### src/rtl/fetch_ctrl.sv
// Instruction-fetch sequencer: owns the PC, keeps one fetch outstanding, and fills IF/ID
// through a one-entry skid buffer. EX redirects take priority over early JAL redirects from ID.
module fetch_ctrl #(
  parameter logic [31:0] RESET_PC = 32'h0000_0000
) (
  input  logic        clk,
  input  logic        rst_n,
  output logic        imem_req,
  output logic [31:0] imem_addr,
  input  logic        imem_gnt,
  input  logic        imem_rvalid,
  input  logic [31:0] imem_rdata,
  input  logic        id_stall,
  input  logic        ex_redirect,
  input  logic [31:0] ex_target,
  output logic        id_valid,
  output logic [31:0] id_instr,
  output logic [31:0] id_pc,
  output logic        jal_redirect
);

  localparam logic [6:0]  OP_JAL = 7'b1101111;
  localparam logic [31:0] NOP    = 32'h0000_0013;

  typedef enum logic [1:0] {S_IDLE, S_REQ, S_WAIT, S_DROP} state_t;

  state_t             r_state;
  state_t             w_state_nxt;
  logic        [31:0] r_fetch_pc;
  logic        [31:0] r_out_pc;
  logic               r_id_valid;
  logic        [31:0] r_id_instr;
  logic        [31:0] r_id_pc;
  logic               r_skid_valid;
  logic        [31:0] r_skid_instr;
  logic        [31:0] r_skid_pc;

  logic               w_req;
  logic               w_grant;
  logic               w_consume;
  logic               w_jal;
  logic               w_flush;
  logic               w_deliver;
  logic               w_slot_free;
  logic               w_to_skid;
  logic signed [31:0] w_imm_uj;
  logic        [31:0] w_jal_target;
  logic        [31:0] w_ex_target;

  function automatic logic signed [31:0] imm_uj(input logic [31:0] i);
    return {{11{i[31]}}, i[31], i[19:12], i[20], i[30:21], 1'b0};
  endfunction

  assign w_grant     = w_req & imem_gnt;
  assign w_consume   = r_id_valid & ~id_stall;
  assign w_jal       = w_consume & (r_id_instr[6:0] == OP_JAL) & ~ex_redirect;
  assign w_flush     = ex_redirect | w_jal;
  // A response is only meaningful in WAIT; any flush that cycle discards it.
  assign w_deliver   = (r_state == S_WAIT) & imem_rvalid & ~w_flush;
  assign w_slot_free = ~r_id_valid | ~id_stall;
  assign w_to_skid   = w_deliver & (~w_slot_free | r_skid_valid);

  assign w_imm_uj     = imm_uj(r_id_instr);
  assign w_jal_target = (r_id_pc + $unsigned(w_imm_uj)) & ~32'h3;
  assign w_ex_target  = ex_target & ~32'h3;

  always_ff @(posedge clk or negedge rst_n) begin
    if (!rst_n) begin
      r_state <= S_IDLE;
    end else begin
      r_state <= w_state_nxt;
    end
  end

  always_comb begin
    w_state_nxt = r_state;
    case (r_state)
      S_IDLE: w_state_nxt = S_REQ;
      S_REQ: begin
        if (w_grant) begin
          w_state_nxt = w_flush ? S_DROP : S_WAIT;
        end
      end
      S_WAIT: begin
        if (imem_rvalid) begin
          w_state_nxt = S_REQ;
        end else if (w_flush) begin
          w_state_nxt = S_DROP;
        end
      end
      S_DROP: begin
        if (imem_rvalid) begin
          w_state_nxt = S_REQ;
        end
      end
      default: w_state_nxt = S_IDLE;
    endcase
  end

  // Requests are held back while the skid is occupied, capping buffering at two entries.
  always_comb begin
    w_req = (r_state == S_REQ) & ~r_skid_valid;
  end

  assign imem_req     = w_req;
  assign imem_addr    = r_fetch_pc;
  assign id_valid     = r_id_valid;
  assign id_instr     = r_id_instr;
  assign id_pc        = r_id_pc;
  assign jal_redirect = w_jal;

  always_ff @(posedge clk or negedge rst_n) begin
    if (!rst_n) begin
      r_fetch_pc <= RESET_PC;
      r_out_pc   <= RESET_PC;
    end else begin
      if (w_grant) begin
        r_out_pc <= r_fetch_pc;
      end
      if (ex_redirect) begin
        r_fetch_pc <= w_ex_target;
      end else if (w_jal) begin
        r_fetch_pc <= w_jal_target;
      end else if (w_deliver) begin
        r_fetch_pc <= r_out_pc + 32'd4;
      end
    end
  end

  // The skid entry is older than any new response, so it refills IF/ID first.
  always_ff @(posedge clk or negedge rst_n) begin
    if (!rst_n) begin
      r_id_valid   <= 1'b0;
      r_id_instr   <= NOP;
      r_id_pc      <= '0;
      r_skid_valid <= 1'b0;
    end else if (w_flush) begin
      r_id_valid   <= 1'b0;
      r_skid_valid <= 1'b0;
    end else if (w_slot_free) begin
      if (r_skid_valid) begin
        r_id_valid   <= 1'b1;
        r_id_instr   <= r_skid_instr;
        r_id_pc      <= r_skid_pc;
        r_skid_valid <= w_deliver;
      end else if (w_deliver) begin
        r_id_valid <= 1'b1;
        r_id_instr <= imem_rdata;
        r_id_pc    <= r_out_pc;
      end else begin
        r_id_valid <= 1'b0;
      end
    end else if (w_deliver) begin
      r_skid_valid <= 1'b1;
    end
  end

  always_ff @(posedge clk) begin
    if (w_to_skid) begin
      r_skid_instr <= imem_rdata;
      r_skid_pc    <= r_out_pc;
    end
  end

endmodule

### config.mk
export PLATFORM = sky130hd
export DESIGN_NAME = fetch_ctrl
export DESIGN_NICKNAME = d
export VERILOG_FILES = /design/src/rtl/fetch_ctrl.sv
export SDC_FILE = /design/constraint.sdc
export NUM_CORES = 1
export LEC_CHECK = 0
export CAP_MARGIN = 0
export CORE_MARGIN = 2
export CORE_UTILIZATION = 58
export DETAILED_ROUTE_END_ITERATION = 16
export GPL_TIMING_DRIVEN = 0
export PLACE_DENSITY = 0.94
export RECOVER_POWER = 25
export SETUP_SLACK_MARGIN = 0.2
export SLEW_MARGIN = 40
export SYNTH_ARGS = -nofsm -noshare
export SYNTH_HDL_FRONTEND = slang
export SYNTH_SLANG_ARGS = --single-unit
### constraint.sdc
create_clock -name clk -period 16.5 [get_ports clk]
set_input_delay 3.3 -clock clk [delete_from_list [all_inputs] [get_ports clk]]
set_output_delay 3.3 -clock clk [all_outputs]
set_load 0.03 [all_outputs]
Yosys cells after proc, flatten, opt, wreduce, memory -nomap -nowiden:

Cells that the tools add are included.

* add/subtract/negate cells: 2
* equal/unequal tests: 7
* mux-type cells: 21
* bitwise operators: 17
* reductions and logical operators: 7

Operators with widths (count)
* 32-bit two-way mux: 7
* 32-bit by 3-bit adder with 32-bit output (second input constant): 1
* 32-bit adder: 1
* 1-bit two-way mux: 9
* 1-bit bitwise AND: 8
* 2-bit two-way mux: 4
* 2-bit case mux with 4 select lines: 1
* 7-bit == test (second input constant): 1
* 1-bit NOT: 6
* 3-bit AND reduction: 2
* 3-bit nonzero test: 2
* 2-bit == test (second input constant): 2
* 2-bit inequality test (second input constant): 2
* 2-bit nonzero test: 2
* 3-bit inequality test (second input constant): 1
* 1-bit bitwise OR: 3
* 2-bit by 1-bit == test with 1-bit output (second input constant): 1
* 2-bit logical NOT: 1

* register bits after elaboration: 196
* input bits: 70

Depth between registers and ports, before layout:

* word-level depth: 11
* gate-level depth with buffers: 11

Worst setup path after synthesis:

OpenSTA, ideal clock, no wires.

* path type: in2reg
* start: input port id_stall
* end: register r_skid_instr[0] (enable)
* setup time: 565 ps
* arrival: 8137 ps
* slack: 7798 ps
* stages: 4
* path buffers: 1
* cells stage by stage: or4_1 > buf_4 > nand2_1 > nor3_1

* longest elaborated chain between the ends: 8

Ends and longest elaborated chain
* start, declared: RTL line 13 `input logic id_stall,`
* 1-bit NOT (*): RTL line 55, 60
* 1-bit bitwise AND: RTL line 55 `assign w_consume = r_id_valid & ~id_stall;`
* 1-bit bitwise AND (2 in a row): RTL line 56 `assign w_jal = w_consume & (r_id_instr[6:0] == OP_JAL) & ~ex_redirect;`
* 1-bit bitwise OR: RTL line 57 `assign w_flush = ex_redirect | w_jal;`
* 1-bit NOT (no source line)
* 1-bit bitwise AND: RTL line 59 `assign w_deliver = (r_state == S_WAIT) & imem_rvalid & ~w_flush;`
* 1-bit bitwise AND (*): RTL line 61 `assign w_to_skid = w_deliver & (~w_slot_free | r_skid_valid);`
* net w_to_skid: RTL line 45 `logic w_to_skid;`
* end signal, assigned: RTL line 160 `r_skid_instr <= imem_rdata;`
* end, declared: RTL line 35 `logic [31:0] r_skid_instr;`

Mark *: on every way through the listed nets, which the timed path passes. The rest lies on a longest branch.
A chain may end at the register's enable or synchronous reset.

Final worst setup path:

* start: input port id_stall
* end: output port jal_redirect

* longest elaborated chain between the ends: 4

Ends and longest elaborated chain
* 1-bit NOT: RTL line 55
* 1-bit bitwise AND: RTL line 55
* 1-bit bitwise AND (2 in a row): RTL line 56
* end, declared: RTL line 19 `output logic jal_redirect`

No other way between the ends.

==> results by group <==
Worst setup path
  • Data required, critical path: 13.20 ns
  • Type of the setup path with the least slack: primary input to output pin
  • Worst-path cell chain: clkdlybuf4s50_1 > nor4_1 > buf_4 > nand2_1 > inv_1 > clkdlybuf4s50_1
  • Cell count along the critical path: 6
  • Data arrival time of the critical path: 5.93 ns
  • Cell type with the highest occurrence count on the critical path: sky130_fd_sc_hd__clkdlybuf4s50_1
  • Sum of buffers and inverters on the critical path: 4
  • Kind of start point of the critical path: primary input
  • Slowest cell on the critical path: sky130_fd_sc_hd__clkdlybuf4s50_1
  • Maximum net fanout on the critical path: 10
  • CP delay by family, top: buffers and inverters
  • Endpoint class of the critical path: output pin
  • Longest individual stage delay on the worst path: 0.73 ns
  • Register-to-Register Path Depth: 8

Floorplanning
  • Placeable core area: 0.0171 mm²
  • Height of the die: between 100 and 150 µm
  • Full die area: approximately 0.018 mm²
  • Starting density of the core: 0.586
  • Horizontal die dimension: 135 µm
  • Number of placement rows: 48
  • Number of top-level design ports: about 170

Yosys
  • Ys flop type: sky130_fd_sc_hd__dfrtp_1
  • Portion of the post-synthesis area used by sequential elements: 0.523
  • Number of synthesis warnings: 0
  • Synth Net Count: 1,026
  • Post-synth EDFFs: between 60 and 70
  • Mean Syn Cell Area: 10.8 µm²
  • Async S/R FF share, synth: 0.673
  • Cell variety after synth: 70
  • Number of instances in the synthesized netlist: 922
  • Register bit count reported by yosys: 196
  • Synthesized cell area: 0.0100 mm²

Detailed routing
  • Initial DRT Pass Iterations: 5
  • DRC marker count from the first detailed-route iteration: 1,040
  • Mean routed wirelength per cell: approximately 21 µm
  • DRT Wirelength: 29,000 µm
  • Post-route ant nets: 0
  • Number of remaining DRC errors: 0
  • Vias after detailed routing: 8,442
  • Average via count per standard cell: 6.23

GRT
  • Remaining global-route overflow: 0
  • Met1 Usage GRT: 0.437
  • Highest-utilization routing layer at the global route stage: met2
  • Number of global-route vias before repair: between 8,000 and 9,000
  • Overall Global Routing Usage: 0.328
  • Routing usage on met3: 0.0703
  • Wire length of the first global-routing pass: 45,400 µm
  • Initial antenna violation count: 0
  • Fraction of met2 tracks used by global routing: 0.505
  • Pin count of the biggest net entering global routing: 71

CTS
  • Post-CTS Repair Setup Buffers: 0
  • CTS Buffer Depth: 2
  • Clock Latency Late Sink: 0.44 ns
  • CTS tree: yes
  • Number of hold buffers added after cts: 0
  • CTS Sinks: 196
  • Post-cts resize count: 0
  • TritonCTS buffer count: 17
  • CTS HTree Levels: 4
  • Clock Pin Slew Worst Setup and Hold Paths: 0.07 ns
  • CTS root buffer: sky130_fd_sc_hd__clkbuf_16

Timing
  • Final-report setup violation count: 0
  • Highest achievable clock rate: 108 MHz
  • Unrepaired setup endpoints after global routing: no
  • Number of hold-slack violations in the final timing report: 0
  • Crit share post-route: 0.559
  • Max-slew headroom: -1.47
  • Tightest Pin Transition: 3.70 ns
  • Final-layout setup total negative slack: 0 ns
  • Number of max-slew violations in the final report: between 60 and 70
  • Hold Slack: 0.491 ns
  • Worst clock skew: 0.00716 ns
  • Final period demand of the worst path: 9.23 ns

Placement
  • Placement-stage cell area: 0.0120 mm²
  • DP Wirelength: roughly 21,000 µm
  • Number of I/O port buffers: 166
  • Routability-driven placement congestion ratio: around 0.94

Finish
  • Fin nets: ~1,200
  • Fraction of final layout cells with drive strength greater than 1: 0.0973
  • Fill cell count: approximately 1,200
  • Final instance area: 0.0126 mm²
  • # diodes: 0
  • Area grow syn2layout: 26.0%

Status
  • Outcome: complete, but fails checks
  • Violated checks: max-capacitance violations, max-slew violations

Hold path
  • Worst hold-check path type: flop to flop
  • Number of stages on the worst hold path: 2

Power and ir drop
  • Lkg Pwr: 5.05 nW
  • Final Total Pwr: 2.25 mW
  • Cell area power density: approximately 180 mW/mm²
  • Highest ir drop seen on vdd: 0.0925 mV

Run
  • Max_cap viols: 1
-- path summary, 6_finish.rpt --
| path | from | endpoint | slack [ns] |
|---|---|---|---|
| setup / recovery | id_stall | jal_redirect | 7.27 |
| hold / removal | id_pc[0] | id_pc[0] | 0.49 |
| setup reg to reg | r_skid_valid | r_skid_pc[18] | 13.30 |
| hold reg to reg | id_pc[0] | id_pc[0] | 0.49 |
| max in group asynchronous | rst_n | id_pc[29] | 10.29 |
| min in group asynchronous | rst_n | id_instr[18] | 4.11 |
-- synth_stat cells (all sizes together), types with 8 or more instances --
master	n	area (µm²)
dfrtp	129	3230
nand2	116	435
o21ai	97	497
mux2i	67	671
edfxtp	64	1920
a21oi	59	299
nor2	46	175
ha	33	413
mux2	32	360
clkbuf	29	109
xor2	27	236
xnor2	24	210
nand3	21	118
inv	17	63.8
a211oi	16	125
buf	15	78.8
and3	14	87.6
a21o	13	98.9
nor3	10	55.1
and2	8	52.6
nand4	8	50.1
-- placed cells by master (no fill, tap or decap), types with 28 or more instances in the layout --
master	instances
sky130_fd_sc_hd__dlygate4sd3_1	28
sky130_fd_sc_hd__nand2_1	116
sky130_fd_sc_hd__mux2i_1	67
sky130_fd_sc_hd__clkdlybuf4s50_1	137
sky130_fd_sc_hd__a21oi_1	58
sky130_fd_sc_hd__clkbuf_1	30
sky130_fd_sc_hd__ha_1	33
sky130_fd_sc_hd__dfrtp_1	129
sky130_fd_sc_hd__nor2_1	45
sky130_fd_sc_hd__o21ai_0	93
sky130_fd_sc_hd__mux2_2	32
sky130_fd_sc_hd__edfxtp_1	64
-- flip-flops by register name, summed over array words and instances, names as in the netlist --
| register | cells |
|---|---|
| id_valid | 1 |
| r_skid_pc | 32 |
| r_skid_valid | 1 |
| imem_addr | 32 |
| id_instr | 32 |
| r_out_pc | 32 |
| r_state | 2 |
| r_skid_instr | 32 |
| id_pc | 32 |
-- kinds of logic after synthesis --
family,share of synthesized area
muxes,0.103
and+or+nand+nor,0.113
DFF,0.523
xor gates and xnor gates,0.0447
buffers and inverters,0.0251
AOI/OAI and AO/OA,0.148
adders and majority gates,0.0433
-- where the power goes --
group          switching, mW  internal (mW)
Clock                  0.197          0.216
Combinational          0.605          0.435
Sequential             0.161          0.639
-- stage by stage --
step            util  setup WS [ns]  instances
2_1_floorplan      -           7.80        922
3_3_place_gp   0.700           4.75       1313
3_5_place_dp   0.706           7.37       1323
4_1_cts        0.739           7.37       1355
5_1_grt        0.739           7.17       1355
6_report       0.739           7.27       1355
-- routing by layer --
layer | up-vias | share of wire
li1 | 3751 | -
met1 | 4073 | 0.40
met2 | 516 | 0.46
met3 | 102 | 0.091
met4 | 0 | 0.051
met5 | - | 0
-- tightest hold or removal path: cells and delay by family, from the launching register on --
family	cells	cell delay, ns
compound gates	1	0.07
simple gates	1	0.04
flops	1	0.34
-- cell type report --
class,count,area [µm²],share of cell area
repair buffers,176,1740,0.138
well taps,225,282,0.0223
multi-input cells,665,4530,0.359
plain buffers,44,190,0.0151
inverters,17,63.8,0.00506
clock inverters,12,121,0.00963
flip-flops and latches,196,5230,0.415
clock buffers,20,447,0.0355
Power figures use the tool's default switching activity.
